File: config.mk
export PLATFORM = sky130hd
export DESIGN_NAME = serial_subtractor_flat
export DESIGN_NICKNAME = d
export VERILOG_FILES = /design/src/rtl/serial_subtractor_if.sv /design/src/rtl/serial_subtractor.sv /design/src/flat_wrapper.sv
export SDC_FILE = /design/constraint.sdc
export NUM_CORES = 1
export LEC_CHECK = 0
export CORE_MARGIN = 2
export CORE_UTILIZATION = 51
export CTS_BUF_LIST = sky130_fd_sc_hd__clkbuf_16
export DETAILED_ROUTE_END_ITERATION = 10
export GPL_ROUTABILITY_DRIVEN = 0
export PLACE_DENSITY = 0.8
export SLEW_MARGIN = 10
export SYNTH_ARGS = -nofsm -noshare
export SYNTH_HDL_FRONTEND = slang
export SYNTH_SLANG_ARGS = --single-unit
File: constraint.sdc
create_clock -name clk -period 4.77 [get_ports clk]
set_clock_uncertainty 0.15 [all_clocks]
set_input_delay 0.954 -clock clk [delete_from_list [all_inputs] [get_ports clk]]
set_output_delay 0.954 -clock clk [all_outputs]
set_load 0.02 [all_outputs]
File: src/rtl/serial_subtractor_if.sv
// Ready/valid operand and result bundle for serial_subtractor.
// master drives operands and accepts results; slave is the subtractor itself.
interface serial_subtractor_if #(
  parameter int N = 30
);
  logic         in_valid;
  logic         in_ready;
  logic [N-1:0] A;
  logic [N-1:0] B;
  logic         Bin;
  logic         out_valid;
  logic         out_ready;
  logic [N-1:0] Diff;
  logic         Bout;
  logic         Ovf;

  modport master (
    output in_valid, A, B, Bin, out_ready,
    input  in_ready, out_valid, Diff, Bout, Ovf
  );

  modport slave (
    input  in_valid, A, B, Bin, out_ready,
    output in_ready, out_valid, Diff, Bout, Ovf
  );
endinterface

File: src/rtl/serial_subtractor.sv
// Digit-serial subtractor: Diff = A - B - Bin, D bits per clock, LSB digit first,
// borrow carried between digits in a register. One result per K+2 cycles.
module serial_subtractor #(
  parameter int N = 30,
  parameter int D = 5
) (
  input  logic                 clk,
  input  logic                 rst,
  serial_subtractor_if.slave   s_if
);
  localparam int K  = N / D;
  localparam int CW = (K > 1) ? $clog2(K) : 1;
  localparam logic [CW-1:0] LAST = CW'(K - 1);

  typedef enum logic [1:0] {IDLE, RUN, DONE} state_t;

  state_t        r_state;
  logic [CW-1:0] r_cnt;
  logic [N-1:0]  r_a;
  logic [N-1:0]  r_b;
  logic          r_borrow;
  logic [N-1:0]  r_diff;
  logic          r_bout;
  logic          r_ovf;
  logic          r_out_valid;
  logic          r_in_ready;

  logic [D-1:0]  w_a_dig;
  logic [D-1:0]  w_b_dig;
  logic [D:0]    w_d;

  always_comb begin
    w_a_dig = '0;
    w_b_dig = '0;
    for (int k = 0; k < K; k++) begin
      if (r_cnt == CW'(k)) begin
        w_a_dig = r_a[k*D +: D];
        w_b_dig = r_b[k*D +: D];
      end
    end
  end

  // One extra bit so the sign of the digit difference is the outgoing borrow.
  assign w_d = {1'b0, w_a_dig} - {1'b0, w_b_dig} - {{D{1'b0}}, r_borrow};

  always_ff @(posedge clk or posedge rst) begin
    if (rst) begin
      r_state     <= IDLE;
      r_cnt       <= '0;
      r_a         <= '0;
      r_b         <= '0;
      r_borrow    <= 1'b0;
      r_diff      <= '0;
      r_bout      <= 1'b0;
      r_ovf       <= 1'b0;
      r_out_valid <= 1'b0;
      r_in_ready  <= 1'b1;
    end else begin
      case (r_state)
        IDLE: begin
          if (s_if.in_valid) begin
            r_a        <= s_if.A;
            r_b        <= s_if.B;
            r_borrow   <= s_if.Bin;
            r_cnt      <= '0;
            r_in_ready <= 1'b0;
            r_state    <= RUN;
          end
        end
        RUN: begin
          for (int k = 0; k < K; k++) begin
            if (r_cnt == CW'(k)) r_diff[k*D +: D] <= w_d[D-1:0];
          end
          r_borrow <= w_d[D];
          if (r_cnt == LAST) begin
            // w_d[D-1] is the new Diff MSB written on this same edge.
            r_bout      <= w_d[D];
            r_ovf       <= (r_a[N-1] != r_b[N-1]) && (w_d[D-1] != r_a[N-1]);
            r_out_valid <= 1'b1;
            r_state     <= DONE;
          end else begin
            r_cnt <= r_cnt + CW'(1);
          end
        end
        DONE: begin
          if (s_if.out_ready) begin
            r_out_valid <= 1'b0;
            r_in_ready  <= 1'b1;
            r_state     <= IDLE;
          end
        end
        default: r_state <= IDLE;
      endcase
    end
  end

  assign s_if.in_ready  = r_in_ready;
  assign s_if.out_valid = r_out_valid;
  assign s_if.Diff      = r_diff;
  assign s_if.Bout      = r_bout;
  assign s_if.Ovf       = r_ovf;
endmodule

File: src/flat_wrapper.sv
// flat-port wrapper written by rule: the top's interface ports become plain ports
module serial_subtractor_flat 
#(
  parameter int N = 30,
  parameter int D = 5
)
  (clk, rst, s_if_in_valid, s_if_A, s_if_B, s_if_Bin, s_if_out_ready, s_if_in_ready, s_if_out_valid, s_if_Diff, s_if_Bout, s_if_Ovf);
  serial_subtractor_if #(.N(N)) s_if_i ();
  input  logic clk;
  input  logic rst;
  input wire logic [$bits(s_if_i.in_valid)-1:0] s_if_in_valid;
  input wire logic [$bits(s_if_i.A)-1:0] s_if_A;
  input wire logic [$bits(s_if_i.B)-1:0] s_if_B;
  input wire logic [$bits(s_if_i.Bin)-1:0] s_if_Bin;
  input wire logic [$bits(s_if_i.out_ready)-1:0] s_if_out_ready;
  output wire logic [$bits(s_if_i.in_ready)-1:0] s_if_in_ready;
  output wire logic [$bits(s_if_i.out_valid)-1:0] s_if_out_valid;
  output wire logic [$bits(s_if_i.Diff)-1:0] s_if_Diff;
  output wire logic [$bits(s_if_i.Bout)-1:0] s_if_Bout;
  output wire logic [$bits(s_if_i.Ovf)-1:0] s_if_Ovf;
  assign s_if_i.in_valid = s_if_in_valid;
  assign s_if_i.A = s_if_A;
  assign s_if_i.B = s_if_B;
  assign s_if_i.Bin = s_if_Bin;
  assign s_if_i.out_ready = s_if_out_ready;
  assign s_if_in_ready = s_if_i.in_ready;
  assign s_if_out_valid = s_if_i.out_valid;
  assign s_if_Diff = s_if_i.Diff;
  assign s_if_Bout = s_if_i.Bout;
  assign s_if_Ovf = s_if_i.Ovf;
  serial_subtractor #(.N(N), .D(D)) u_core (.clk(clk), .rst(rst), .s_if(s_if_i));
endmodule
==> results of run 1 <==
[cell families (layout without fill, tap and decap cells)]
| group | count (synthesis) | in the layout | share of synthesized area |
|---|---|---|---|
| compound gates | 98 | 98 | 0.131 |
| xor+xnor | 4 | 4 | 0.00927 |
| fa+ha+maj | 13 | 13 | 0.0387 |
| buf+inv | 32 | 133 | 0.0289 |
| flops | 100 | 100 | 0.546 |
| mux | 66 | 66 | 0.162 |
| simple gates | 88 | 88 | 0.0851 |
[routing by layer]
metal  vias up  wire length [um]
met2       109              5300
met5         -                 0
met3        18               528
li1       1602                 -
met4         0               187
met1      1707              4480
[cell type report]
type | instances | area, um^2
fillers | 660 | 2780
inverters | 13 | 51.3
flip-flops and latches | 100 | 2500
well taps | 108 | 135
clock inverters | 7 | 43.8
multi-input cells | 269 | 1960
clock buffers | 9 | 225
repair buffers | 104 | 1030
[worst max-delay path, delay by kind of cell, from the launching register on]
family	cells	cell delay [ps]
flops	1	490
compound gates	6	880
buf+inv	2	270
simple gates	3	690
xor+xnor	1	510
fa+ha+maj	3	1080
[cells in the mapped netlist, types with 2 or more instances]
library cell and number:
dfrtp_1 99, mux2_1 66, nand2_1 52, o21ai_1 39, a21oi_1 27, nor2_1 15
ha_1 11, buf_2 10, a22o_1 9, inv_1 9, clkbuf_1 8, a31oi_1 7
nand3b_1 5, nor2b_1 5, o211ai_1 5, inv_2 4, a221oi_1 3, nand3_1 3
a211oi_1 2, fa_1 2, nand2b_1 2, xor2_1 2
[through the flow]
stage	hold WS, ps	utilization	worst slack, ps	power (mW)	instance area (um^2)
CTS	340	0.682	602	5.17	5950
global placement	318	0.651	784	4.38	5680
detailed placement	325	0.651	641	4.49	5680
global route	355	0.682	225	5.54	5950
floorplan	300	-	1050	3.54	4590
finish	342	0.682	555	5.14	5950
[worst max-delay path by stage]
| stage | depth (start not counted) | from | slack [ps] | end |
|---|---|---|---|---|
| 3_3_place_gp | 15 | u_core.r_cnt[2] | 780 | u_core.s_if.Ovf |
| 4_1_cts | 15 | u_core.r_cnt[2] | 600 | u_core.s_if.Ovf |
| 6_report | 15 | u_core.r_cnt[2] | 560 | u_core.s_if.Ovf |
| 2_1_floorplan | 1 | rst | 1050 | u_core.r_a[0] |
| 5_1_grt | 15 | u_core.r_cnt[2] | 230 | u_core.s_if.Ovf |
| 3_5_place_dp | 15 | u_core.r_cnt[2] | 640 | u_core.s_if.Ovf |
[cell usage in the layout (no fill, tap or decap), types with 3 or more instances in the layout]
master           synthesis  final
nand3b_1                 5      5
nand3_1                  3      3
a21oi_1                 27     27
buf_4                    0      6
ha_1                    11     11
a221oi_1                 3      3
nand2_1                 52     52
inv_1                    9      9
o21ai_1                 39     39
o211ai_1                 5      5
nor2_1                  15     14
inv_2                    4      4
dfrtp_1                 99     99
a22o_1                   9      9
nor2b_1                  5      5
mux2_1                  66     66
a31oi_1                  7      7
clkbuf_16                0      9
clkdlybuf4s50_1          0     98
[state kept, by name (all words and copies together), names as in the netlist, 2 cells and up]
signal / count
u_core.r_cnt: 3
u_core.r_state: 2
u_core.r_a: 30
u_core.r_b: 30
u_core.s_if.Diff: 30
[power groups by stage]
| stage | combinational, mW | sequential [mW] | clock [mW] |
|---|---|---|---|
| floorplan | 1.93 | 1.61 | 0 |
| global placement | 2.84 | 1.54 | 0 |
| detailed placement | 2.93 | 1.56 | 0 |
| CTS | 2.95 | 1.55 | 0.671 |
| global route | 3.23 | 1.60 | 0.705 |
| finish | 2.93 | 1.55 | 0.660 |
==> run summary, run 1 <==
EDFF count, synth: 0
Layout area overhead: 29.6%
max cap viols: 0
Setup Fix Bufs, Post-CTS: 0
Netlist cell types: 38
per-cell routed wire length: 17.2 um
RSZ-0062 raised after global routing: no
Row Count: 34
routed vias: 3,436
critical path class: register to register
#FFs+latches synth: 100
clock root buffer: clkbuf_16
Detailed Route WL: 10.5 mm
Ports: 99
diode count: 0
Final setup viols: 0
Mapped Cells: 401
clock sink total: 100
CTS clk-pin slew, worst paths: 70 ps
Vias/cell: 5.63
global-route wire length before repair: 17.5 mm
crit path time final: 4210 ps
slowest cell delay on critical path: 510 ps
hold endpoint: u_core.s_if.Diff[0]
post-CTS sizing: 0
CTS max path bufs: 2
cts bufs inserted: 9
CP max FO: 13
worst slew pin tran: 739 ps
Sum Neg Setup Slack: 0 ps
largest cells by area after synthesis: dfrtp_1 54%, mux2_1 16%, o21ai_1 4.3%
Logic pwr share: 0.570
Global Route Usage Sum: 0.227
core box area: 0.00872 mm^2
CP most frequent cell: a21oi_1
VDD IR max: 0.538 mV
Peak Freq: 237 MHz
# hold bufs at CTS: 0
Die Area: 0.00977 mm^2
number of global-route vias before repair: 3,507
CTS H-tree lvls: 3
Clock power frac: 0.128
met1 Usage GRT: 0.296
Synthesized Nets: 479
switching power: 2.32 mW
Power Dens Cells: 865 mW/mm^2
Die Wd: 98.9 um
ordered cell list for the critical path: inv_2 > ha_1 > nor2b_1 > a22o_1 > a221oi_1 > a21oi_1 > fa_1 > inv_1 > fa_1 > nand2b_1 > a21oi_1 > xor2_1 > nor3b_1 > a21oi_1 > o21ai_1
worst r2r src: u_core.r_cnt[2]
CTS tree: yes
Synth area leader: dfrtp_1
Final Max Slew Viols: 0
hold-critical path depth: 2
drt drc: 0
outcome: finished clean
CP Data Required Time: 4820 ps
Final Hold Viols: 0
Primary FF master, synth: dfrtp_1
Hold Crit Start: u_core.s_if.Diff[0]
M3 GR Usage: 0.0511
Iter 0 DRT Violations: 216
placed insts: 594
crit end category: register
worst path arrival time: 4260 ps
share of power burned in registers: 0.302
total gr overflow: 0
largest net degree at the start of global routing: 49
Worst R2R Setup Slack: 560 ps
GR Util met2: 0.383
antenna violations before repair: 0
reg2reg path depth: 15
Pint: 2.83 mW
post-route ant nets: 0
dpl hpwl: 7.82 mm
Max-slew headroom: 0.507
Initial DRT Pass Iterations: 4
Sw Share: 0.450
period utilisation layout: 0.884
Mapped Avg Cell Area: 11.4 um^2
fin cells: 610
clock latency on the worst-skew pair: 340 ps
Final #Nets: 575
area share of the largest cell type after synthesis: 0.540
layer with the highest usage: met2
type of the most critical hold path: register to register
Async SR Flop Fraction: 1.00
Die H: 98.9 um
r2r endpoint: u_core.s_if.Ovf
Startpoint Class: register
Synth Cell Area: 0.00459 mm^2
Seq/Total Area, Yosys: 0.546
crit path max-delay cell type: xor2_1
Leakage Power: 2.52 nW
Initial Utilization: 0.526
port bufs: 98
YS warnings: 0
layout cells sized above 1: 0.0618
(Power assumes the default switching activity.)
==> inputs of run 2 (changes only) <==
CELL_PAD_IN_SITES_DETAIL_PLACEMENT = 0   (was unset)
CELL_PAD_IN_SITES_GLOBAL_PLACEMENT = 1   (was unset)
CORE_UTILIZATION = 40   (was 51)
==> run summary, run 2 (same netlist as run 1, synthesis figures left out) <==
outcome: finished clean
filler cell count: 1,042 (+58%)
Max-slew headroom: 0.449 (-0.0583)
layout cells sized above 1: 0.0696 (+0.00783)
global-route wire length before repair: 17.8 mm (+1.7%)
period utilisation layout: 0.903 (+0.0191)
core box area: 0.0113 mm^2 (+30%)
CTS H-tree lvls: 3 (unchanged)
per-cell routed wire length: 16.2 um (-5.8%)
crit path max-delay cell type: xor2_1
Sum Neg Setup Slack: 0 ps (unchanged)
dpl ws: 530 ps (-111 ps)
Final setup viols: 0 (unchanged)
dpl hpwl: 7.85 mm (+0.38%)
worst r2r src: u_core.r_cnt[2]
CP top delay family: adder cells
largest net degree at the start of global routing: 64 (+31%)
Final Max Slew Viols: 0 (unchanged)
Die H: 111 um (+12%)
Startpoint Class: register
Pwr Total: 5.13 mW (-0.14%)
slowest cell delay on critical path: 550 ps (+40 ps)
CTS clk-pin slew, worst paths: 70 ps (about the same)
clock latency on the worst-skew pair: 330 ps (about the same)
max cap viols: 0 (unchanged)
Power Dens Cells: 854 mW/mm^2 (-1.2%)
post-CTS sizing: 0 (unchanged)
Layout area overhead: 30.9%
CTS max path bufs: 2 (unchanged)
critical path class: register to register
clock sink total: 100 (unchanged)
DR WL met3: 516 um (-2.3%)
type of the most critical hold path: register to register
Final Hold Viols: 0 (unchanged)
Iter 0 DRT Violations: 187 (-13%)
Die Wd: 111 um (+12%)
# hold bufs at CTS: 0 (unchanged)
Vias/cell: 5.23 (-7.2%)
Crit path buffers/inverters: 3 (+1)
Initial DRT Pass Iterations: 5 (+1)
CP most frequent cell: a21oi_1
final worst-path setup slack: 464 ps (-91.3 ps)
Detailed Route WL: 10.5 mm (-0.22%)
total gr overflow: 0 (unchanged)
Initial Utilization: 0.405 (-0.121)
CP max FO: 13 (unchanged)
Peak Freq: 232 MHz (-2.1%)
Hold Crit Start: u_core.r_b[11]
commonest cells after routing, fill and taps aside: 99 x dfrtp_1, 98 x clkdlybuf4s50_1, 66 x mux2_1
Critical path origin: u_core.r_cnt[2]
Global Route Usage Sum: 0.182 (-0.0452)
worst slew pin tran: 827 ps (+87.5 ps)
VDD IR max: 0.436 mV (-19%)
drt drc: 0 (unchanged)
met2 wire length: 4.98 mm (-6.1%)
ordered cell list for the critical path: inv_2 > ha_1 > nor2b_1 > buf_4 > a22o_1 > a221oi_1 > a21oi_1 > fa_1 > inv_1 > fa_1 > nand2b_1 > a21oi_1 > xor2_1 > nor2b_1 > a21oi_1 > o21ai_1
Leakage Power: 2.53 nW (+0.54%)
Ports: 99 (unchanged)
Final #Nets: 576 (+0.17%)
clock root buffer: clkbuf_16
CTS tree: yes
Setup Fix Bufs, Post-CTS: 0 (unchanged)
RSZ-0062 raised after global routing: no
Die Area: 0.0123 mm^2 (+26%)
number of global-route vias before repair: 3,427 (-2.3%)
cts bufs inserted: 9 (unchanged)
hold slack: 336 ps (-5.68 ps)
DRT met1 WL: 4.82 mm (+7.6%)
commonest non-fill, non-tap cell in the layout: dfrtp_1
antenna violations before repair: 0 (unchanged)
post-route ant nets: 0 (unchanged)
CP Data Required Time: 4880 ps (+60 ps)
placed insts: 630 (+6.1%)
port bufs: 98 (unchanged)
crit end category: register
worst path arrival time: 4410 ps (+150 ps)
crit path time final: 4310 ps (+91.3 ps)
fin cells: 646 (+5.9%)
top layer in use: met4
routed vias: 3,376 (-1.7%)
diode count: 0 (unchanged)
Row Count: 39 (+15%)
==> run 2: area by class of cell <==
class / count / area (um^2) / share of cell area
tap: 143 / 179 / 0.0298
sequential: 100 / 2500 / 0.417
multi-input combinational: 269 / 1960 / 0.326
inverter: 13 / 51.3 / 0.00854
timing repair buffer: 105 / 1030 / 0.172
clock buffer: 9 / 225 / 0.0375
clock inverter: 7 / 56.3 / 0.00937
==> run 2: where the power goes <==
part / leakage, nW / total, mW / switching (mW) / internal [mW]
sequential: 1.20 / 1.55 / 0.270 / 1.28
combinational: 1.20 / 2.90 / 1.69 / 1.21
clock: 0.137 / 0.688 / 0.327 / 0.361
==> run 2: stage by stage <==
| stage | utilization | area [um^2] |
|---|---|---|
| final | 0.531 | 6010 |
| after global routing | 0.531 | 6010 |
| after CTS | 0.531 | 6010 |
| after detailed placement | 0.506 | 5730 |
| after global placement | 0.506 | 5730 |
| after floorplan | - | 4590 |
==> run 2: worst paths after layout <==
path,cells after the start,end,slack (ps)
setup / recovery,16,u_core.s_if.Ovf,460
hold / removal,1,u_core.r_b[11],340
setup reg to reg,16,u_core.s_if.Ovf,460
hold reg to reg,1,u_core.r_b[11],340
max in group asynchronous,3,u_core.r_a[11],2740
min in group asynchronous,2,u_core.r_a[5],930
==> run 2: metal layers <==
metal	GRT usage	vias to the layer above
li1	-	1612
met1	0.247	1654
met2	0.290	98
met3	0.0410	12
met4	0.0601	0
met5	0	-
==> inputs of run 3 (changes only) <==
HOLD_SLACK_MARGIN = 0.08   (was unset)
PLACE_DENSITY = unset   (was 0.8)
PLACE_DENSITY_LB_ADDON = 0.1   (was unset)
SLEW_MARGIN = unset   (was 10)
==> run summary, run 3 (same netlist as run 1, synthesis figures left out) <==
placed cell area: 0.00574 mm^2 (+0.13%)
Final Hold Viols: 0 (unchanged)
worst slew pin tran: 802 ps (-25.1 ps)
met1 Usage GRT: 0.245 (-0.00170)
Startpoint Class: register
Vias/cell: 5.10 (-2.5%)
antenna violations before repair: 0 (unchanged)
outcome: finished clean
Die H: 111 um (unchanged)
Die Wd: 111 um (unchanged)
Die Area: 0.0123 mm^2 (unchanged)
largest net degree at the start of global routing: 64 (unchanged)
CTS tree: yes
number of global-route vias before repair: 3,430 (+0.088%)
CP max FO: 13 (unchanged)
Ports: 99 (unchanged)
CTS max path bufs: 2 (unchanged)
type of the most critical hold path: register to register
port bufs: 98 (unchanged)
Initial DRT Pass Iterations: 4 (-1)
diode count: 0 (unchanged)
filler cell count: 1,089 (+4.5%)
critical path class: register to register
Setup Fix Bufs, Post-CTS: 0 (unchanged)
cts bufs inserted: 9 (unchanged)
max cap viols: 0 (unchanged)
CTS clk-pin slew, worst paths: 70 ps (about the same)
Peak Freq: 235 MHz (+1.3%)
layout cells sized above 1: 0.0675 (-0.00212)
period utilisation layout: 0.891 (-0.0116)
core box area: 0.0113 mm^2 (unchanged)
RSZ-0062 raised after global routing: no
Final Max Slew Viols: 0 (unchanged)
Row Count: 39 (unchanged)
clock latency on the worst-skew pair: 340 ps (about the same)
Sum Neg Setup Slack: 0 ps (unchanged)
crit end category: register
clock root buffer: clkbuf_16
drt drc: 0 (unchanged)
Iter 0 DRT Violations: 156 (-17%)
Layout area overhead: 30.9% (about the same)
commonest non-fill, non-tap cell in the layout: dfrtp_1
fin area: 0.00601 mm^2 (about the same)
commonest cells after routing, fill and taps aside: 99 x dfrtp_1, 98 x clkdlybuf4s50_1, 66 x mux2_1
global-route wire length before repair: 17.9 mm (+0.85%)
Final #Nets: 577 (+0.17%)
Global Route Usage Sum: 0.182 (+0.000607)
dpl hpwl: 8.04 mm (+2.3%)
CP Data Required Time: 4880 ps (about the same)
M3 GR Usage: 0.0448 (+0.00383)
hold slack: 335 ps (-1.34 ps)
clock sink total: 100 (unchanged)
Detailed Route WL: 10.7 mm (+2.3%)
# hold bufs at CTS: 0 (unchanged)
Initial Utilization: 0.405 (unchanged)
worst path arrival time: 4360 ps (-50 ps)
per-cell routed wire length: 16.6 um (+2.1%)
crit path time final: 4250 ps (-55.1 ps)
post-CTS sizing: 0 (unchanged)
Final setup viols: 0 (unchanged)
post-route ant nets: 0 (unchanged)
GR Util met2: 0.303 (+0.0131)
CTS H-tree lvls: 3 (unchanged)
Max-slew headroom: 0.465 (+0.0168)
layer with the highest usage: met2
routed vias: 3,298 (-2.3%)
total gr overflow: 0 (unchanged)
-- run 3: changes by cell type in the layout (fill, tap and decap cells not counted), sizes merged --
cell and change:
buf +1, clkinv +2, clkinvlp +1, inv -3
-- run 3: worst paths after layout --
| check | startpoint | end | slack, ps | depth (start not counted) |
|---|---|---|---|---|
| max in group asynchronous | rst | u_core.r_b[22] | 2740 | 3 |
| setup reg to reg | u_core.r_cnt[2] | u_core.s_if.Ovf | 520 | 17 |
| hold reg to reg | u_core.r_b[7] | u_core.r_b[7] | 340 | 1 |
| setup / recovery | u_core.r_cnt[2] | u_core.s_if.Ovf | 520 | 17 |
| min in group asynchronous | rst | u_core.r_a[3] | 920 | 2 |
| hold / removal | u_core.r_b[7] | u_core.r_b[7] | 340 | 1 |
-- run 3: layout make-up --
class,count,area [um^2],area share
multi-input combinational,269,1960,0.326
inverter,13,51.3,0.00854
clock buffer,9,225,0.0375
timing repair buffer,106,1040,0.173
tap,143,179,0.0298
clock inverter,7,45.0,0.00750
sequential,100,2500,0.417
-- run 3: metal layers --
metal | vias up | share of wire
li1 | 1615 | -
met1 | 1606 | 0.47
met2 | 69 | 0.48
met3 | 8 | 0.041
met4 | 0 | 0.0090
met5 | - | 0
-- run 3: per-stage QoR --
stage | setup WS [ps] | instances | utilization
after global routing | 187 | 647 | 0.531
final | 519 | 647 | 0.531
after detailed placement | 532 | 631 | 0.507
after global placement | 664 | 631 | 0.507
after floorplan | 1050 | 401 | -
after CTS | 519 | 647 | 0.531
-- run 3: worst max-delay path, cell delays in order (launching register included) --
cell	delay [ps]
dfrtp_1	520
inv_2	170
ha_1	360
nor2b_1	210
buf_4	190
a22o_1	230
a31oi_1	130
o211ai_1	110
o21ai_1	140
fa_1	200
inv_1	70
fa_1	430
nand2b_1	170
a21oi_1	190
xor2_1	520
nor2b_1	210
a21oi_1	70
o21ai_1	110
Power of run 3 is not shown: default switching activity piles up to over one toggle a cycle in this logic, so the estimate is an artifact.
